===== src/rtl/switch_cleanup.sv =====
// Switch/button cleanup: 2-flop synchronizer, debounce FSM, press pulse and
// optional auto-repeat pulses while the switch stays held.
module switch_cleanup #(
   parameter int unsigned DEBOUNCE_CYCLES = 50000,
   parameter int unsigned HOLD_CYCLES     = 2500000,
   parameter int unsigned REPEAT_CYCLES   = 500000,
   parameter bit          REPEAT_EN       = 1'b1
) (
   input  logic       clk,
   input  logic       rstn,
   input  logic       rawIn,
   output logic       level,
   output logic       pulse,
   output logic [1:0] state
);

   localparam int unsigned RMAX = (HOLD_CYCLES > REPEAT_CYCLES) ? HOLD_CYCLES : REPEAT_CYCLES;
   localparam int unsigned DW   = $clog2(DEBOUNCE_CYCLES);
   localparam int unsigned RW   = $clog2(RMAX);

   localparam logic [DW-1:0] DEB_LAST  = DW'(DEBOUNCE_CYCLES - 1);
   localparam logic [RW-1:0] HOLD_LAST = RW'(HOLD_CYCLES - 1);
   localparam logic [RW-1:0] REP_LAST  = RW'(REPEAT_CYCLES - 1);

   typedef enum logic [1:0] {
      S_IDLE    = 2'b00,
      S_WAIT_HI = 2'b01,
      S_HELD    = 2'b10,
      S_WAIT_LO = 2'b11
   } state_t;

   logic [1:0]    r_sync;
   state_t        r_state;
   logic [DW-1:0] r_dcount;
   logic [RW-1:0] r_rcount;
   logic          r_use_rep;
   logic          r_level;
   logic          r_pulse;

   logic          w_sync_in;
   logic [RW-1:0] w_rlast;

   assign w_sync_in = r_sync[1];
   // Repeat target is a select between the hold delay and the repeat interval.
   assign w_rlast   = r_use_rep ? REP_LAST : HOLD_LAST;

   always_ff @(posedge clk or negedge rstn) begin
      if (!rstn) begin
         r_sync    <= 2'b00;
         r_state   <= S_IDLE;
         r_dcount  <= '0;
         r_rcount  <= '0;
         r_use_rep <= 1'b0;
         r_level   <= 1'b0;
         r_pulse   <= 1'b0;
      end else begin
         r_sync  <= {r_sync[0], rawIn};
         r_pulse <= 1'b0;
         case (r_state)
            S_IDLE: begin
               if (w_sync_in) begin
                  r_state  <= S_WAIT_HI;
                  r_dcount <= '0;
               end
            end
            S_WAIT_HI: begin
               if (!w_sync_in) begin
                  r_state <= S_IDLE;
               end else if (r_dcount == DEB_LAST) begin
                  r_state   <= S_HELD;
                  r_level   <= 1'b1;
                  r_pulse   <= 1'b1;
                  r_rcount  <= '0;
                  r_use_rep <= 1'b0;
               end else begin
                  r_dcount <= r_dcount + DW'(1);
               end
            end
            S_HELD: begin
               if (!w_sync_in) begin
                  r_state  <= S_WAIT_LO;
                  r_dcount <= '0;
               end else if (REPEAT_EN) begin
                  if (r_rcount == w_rlast) begin
                     r_pulse   <= 1'b1;
                     r_rcount  <= '0;
                     r_use_rep <= 1'b1;
                  end else begin
                     r_rcount <= r_rcount + RW'(1);
                  end
               end
            end
            S_WAIT_LO: begin
               // A bounce back high restarts the full hold delay.
               if (w_sync_in) begin
                  r_state   <= S_HELD;
                  r_rcount  <= '0;
                  r_use_rep <= 1'b0;
               end else if (r_dcount == DEB_LAST) begin
                  r_state <= S_IDLE;
                  r_level <= 1'b0;
               end else begin
                  r_dcount <= r_dcount + DW'(1);
               end
            end
            default: r_state <= S_IDLE;
         endcase
      end
   end

   assign level = r_level;
   assign pulse = r_pulse;
   assign state = 2'(r_state);

endmodule


===== config.mk =====
export PLATFORM = sky130hd
export DESIGN_NAME = switch_cleanup
export DESIGN_NICKNAME = d
export VERILOG_FILES = /design/src/rtl/switch_cleanup.sv
export SDC_FILE = /design/constraint.sdc
export NUM_CORES = 1
export LEC_CHECK = 0
export ABC_AREA = 0
export CELL_PAD_IN_SITES_DETAIL_PLACEMENT = 0
export CELL_PAD_IN_SITES_GLOBAL_PLACEMENT = 1
export CORE_MARGIN = 2
export CORE_UTILIZATION = 48
export DETAILED_ROUTE_END_ITERATION = 7
export GPL_TIMING_DRIVEN = 0
export HOLD_SLACK_MARGIN = 0.1
export PLACE_DENSITY_LB_ADDON = 0.1
export SLEW_MARGIN = 20
export SYNTH_ARGS = -nofsm -noshare
export SYNTH_HDL_FRONTEND = slang
export SYNTH_SLANG_ARGS = --single-unit

===== constraint.sdc =====
create_clock -name clk -period 2.9 [get_ports clk]
set_clock_uncertainty 0.2 [all_clocks]
set_input_delay 0.725 -clock clk [delete_from_list [all_inputs] [get_ports clk]]
set_output_delay 0.725 -clock clk [all_outputs]
set_load 0.05 [all_outputs]

==> metrics <==
synthesized instance count 290; GRT busiest layer met1; worst reg2reg path startpoint state[0]; post-route antenna net violation count 0; Max stage delay on crit path 580 ps; half-perimeter wire length after detailed placement ~4400 um; pin count of the biggest net entering global routing 25; Top delay family on crit path compound AO/OA/AOI/OAI gates; Static Leak 1.22 nW; # Max-Cap Violations 0; worst path buffer plus inverter count 1; I/O pin count 7; most used cells in the layout excluding fill and tap cells dfrtp_1, nand2_1, a21oi_1, o31ai_1, o21ai_0; synthesized net count 299; Post-synth EDFFs 0; total vias in the final route 2356; Period minus WS final 2630 ps; routed length per instance 16.8 um; TritonCTS clock tree done; Setup TNS Final 0 ps; layout cell share with drive strength beyond 1 10.5%; final wirelength 6340 um; gpl congestion roughly 0.81; Bufs on Longest Clock Path 2; Remaining Overflow, GRT 0; RSZ-0062 raised after global routing false; final std cell area, no fill 2990 sq um; total power roughly 1.9 mW; CTS H-tree depth 2; origin of the worst min-delay path r_sync[0]; most common library cell in the layout ignoring fill and taps dfrtp_1; top-area cell type share of the netlist area 41.6%; HP Class reg -> reg; worst ir drop on vdd 0.618 mV; met3 track demand over resource in global routing under 10%; Post-layout nets 313; leading area contributor after synthesis dfrtp_1; CP Capture Type register; clock buffers created by TritonCTS 5; worst r2r dst r_dcount[3]; capture endpoint of the worst hold path r_sync[1]; critical-path cell with the highest stage delay a211oi_1; hold path depth 0; Fmax achieved 381 MHz; count of buffers from port buffering 6; Final Cycle Share 90.6%; proportion of synthesized flip-flops having asynchronous set or reset 100%; number of gates given a new drive strength after cts 0; status finished clean; PwrDens 653 nW/um^2; total placed instance area ~2900 sq um; Synth warnings 0; growth of design area from synthesis to finish 10.2%; clock network latency to the later pin of the worst-skew pair approximately 310 ps; met2 track utilization from global routing between 30% and 40%; postcts setup bufs 0; number of library cell types mapped by synthesis 55; # clock sinks 45; syn_area_per_cell 9.34 sq um; WP data required 2880 ps; drt drc 0; cell total after placement 369; Register-to-Register Setup Slack 270 ps; number of antenna violations at the first check in global routing 0; Via density 6.25; num rows 27; transition time of the tightest slew-check pin between 600 and 700 ps; Clock transition at path regs 90 ps; count of inserted antenna diode cells 0; critical path type reg -> reg; total track usage 22.5%; final hold viol count 0; Top FF cell, synth dfrtp_1; router iterations before antenna repair 4; crit-path max FO 10; Worst Reg-to-Reg Cells 5; initial cell density of the core between 40% and 50%; height of the die 79.1 um; Final Max Tran Viols 0; Slew Limit Headroom 56.2%; Post-CTS Hold Fix Bufs 0; root buffer selected by CTS clkbuf_8; sequential-to-total area share from yosys stat roughly 42%; full die area 6260 sq um; vias in the first global route around 2200; Die W between 70 and 80 um; M1 GR Usage 34.4%; most area-consuming cells after synthesis dfrtp_1, o31ai_1, a21oi_1, and3_1, o21ai_0; netlist area before placement between 2000 and 3000 sq um; register bit count reported by yosys 45; non-filler cells in the finished layout 377; area inside the core boundary between 5000 and 6000 sq um; first-iteration detailed-routing DRC count 242; arrival time at the worst endpoint 2610 ps; cell-by-cell listing of the critical path ha_1, or2_2, a211oi_1, clkbuf_1, nor2_1; critical path startpoint state[0]; first-pass GRT wire length ~11000 um; element type at the critical path start register; number of setup violations in the final report 0
==> Yosys cell counts (6+ instances only) <==
master / n
or3_1: 11
and3_1: 13
o21ai_0: 16
dfrtp_1: 45
nand3_1: 11
nor2_1: 15
a21oi_1: 19
a22oi_1: 6
nand2_1: 20
buf_2: 11
o31ai_1: 16
nand4_1: 11
ha_1: 6
==> where the power goes <==
group | switching (mW) | internal [mW]
Sequential | 0.0430 | 0.669
Clock | 0.237 | 0.259
Combinational | 0.525 | 0.216
Total | 0.806 | 1.14
==> routing by layer <==
layer  up-vias  share of wire (%)
li1       1148                  -
met3         7                4.5
met5         -                  0
met1      1151                 51
met4         0                1.2
met2        50                 43
==> flip-flops by register name, indices dropped and copies added, names as in the netlist, named ones only <==
register   cells
level          1
pulse          1
r_dcount      16
r_rcount      22
r_sync         2
r_use_rep      1
state          1
==> worst register-to-register path, delay by kind of cell (launching register included) <==
kind / cells / cell delay, ps
simple gates: 2 / 470
flops: 1 / 470
buf+inv: 1 / 460
compound gates: 1 / 580
fa+ha+maj: 1 / 320
==> final cells by class <==
| cell class | instances | area, sq um |
|---|---|---|
| multi-input cells | 225 | 1490 |
| clock buffers | 6 | 72.6 |
| inverters | 3 | 11.3 |
| plain buffers | 17 | 77.6 |
| repair buffers | 7 | 75.1 |
| well taps | 72 | 90.1 |
| flip-flops and latches | 45 | 1130 |
| clock inverters | 2 | 38.8 |
| fillers | 543 | 2490 |
==> worst max path at each step <==
stage	cells after the start	end
2_1_floorplan	9	r_dcount[13]
3_3_place_gp	1	r_dcount[1]
3_5_place_dp	5	r_dcount[3]
4_1_cts	5	r_dcount[3]
5_1_grt	9	r_dcount[7]
6_report	5	r_dcount[3]
==> cells by family after synthesis <==
| family | Yosys count | share of synthesized area, % |
|---|---|---|
| compound gates | 88 | 22.7 |
| buf+inv | 20 | 3.28 |
| flops | 45 | 41.6 |
| xor+xnor | 6 | 1.94 |
| fa+ha+maj | 6 | 2.77 |
| mux | 1 | 0.370 |
| simple gates | 124 | 27.3 |
==> per-stage QoR <==
step | util (%) | hold slack [ps] | setup slack (ps)
floorplan | - | 131 | 361
global placement | 52.2 | 134 | -397
detailed placement | 52.5 | 143 | 302
CTS | 54.5 | 165 | 295
global route | 54.5 | 167 | 115
finish | 54.5 | 160 | 273
No activity file was read; power rests on OpenSTA's default activity.
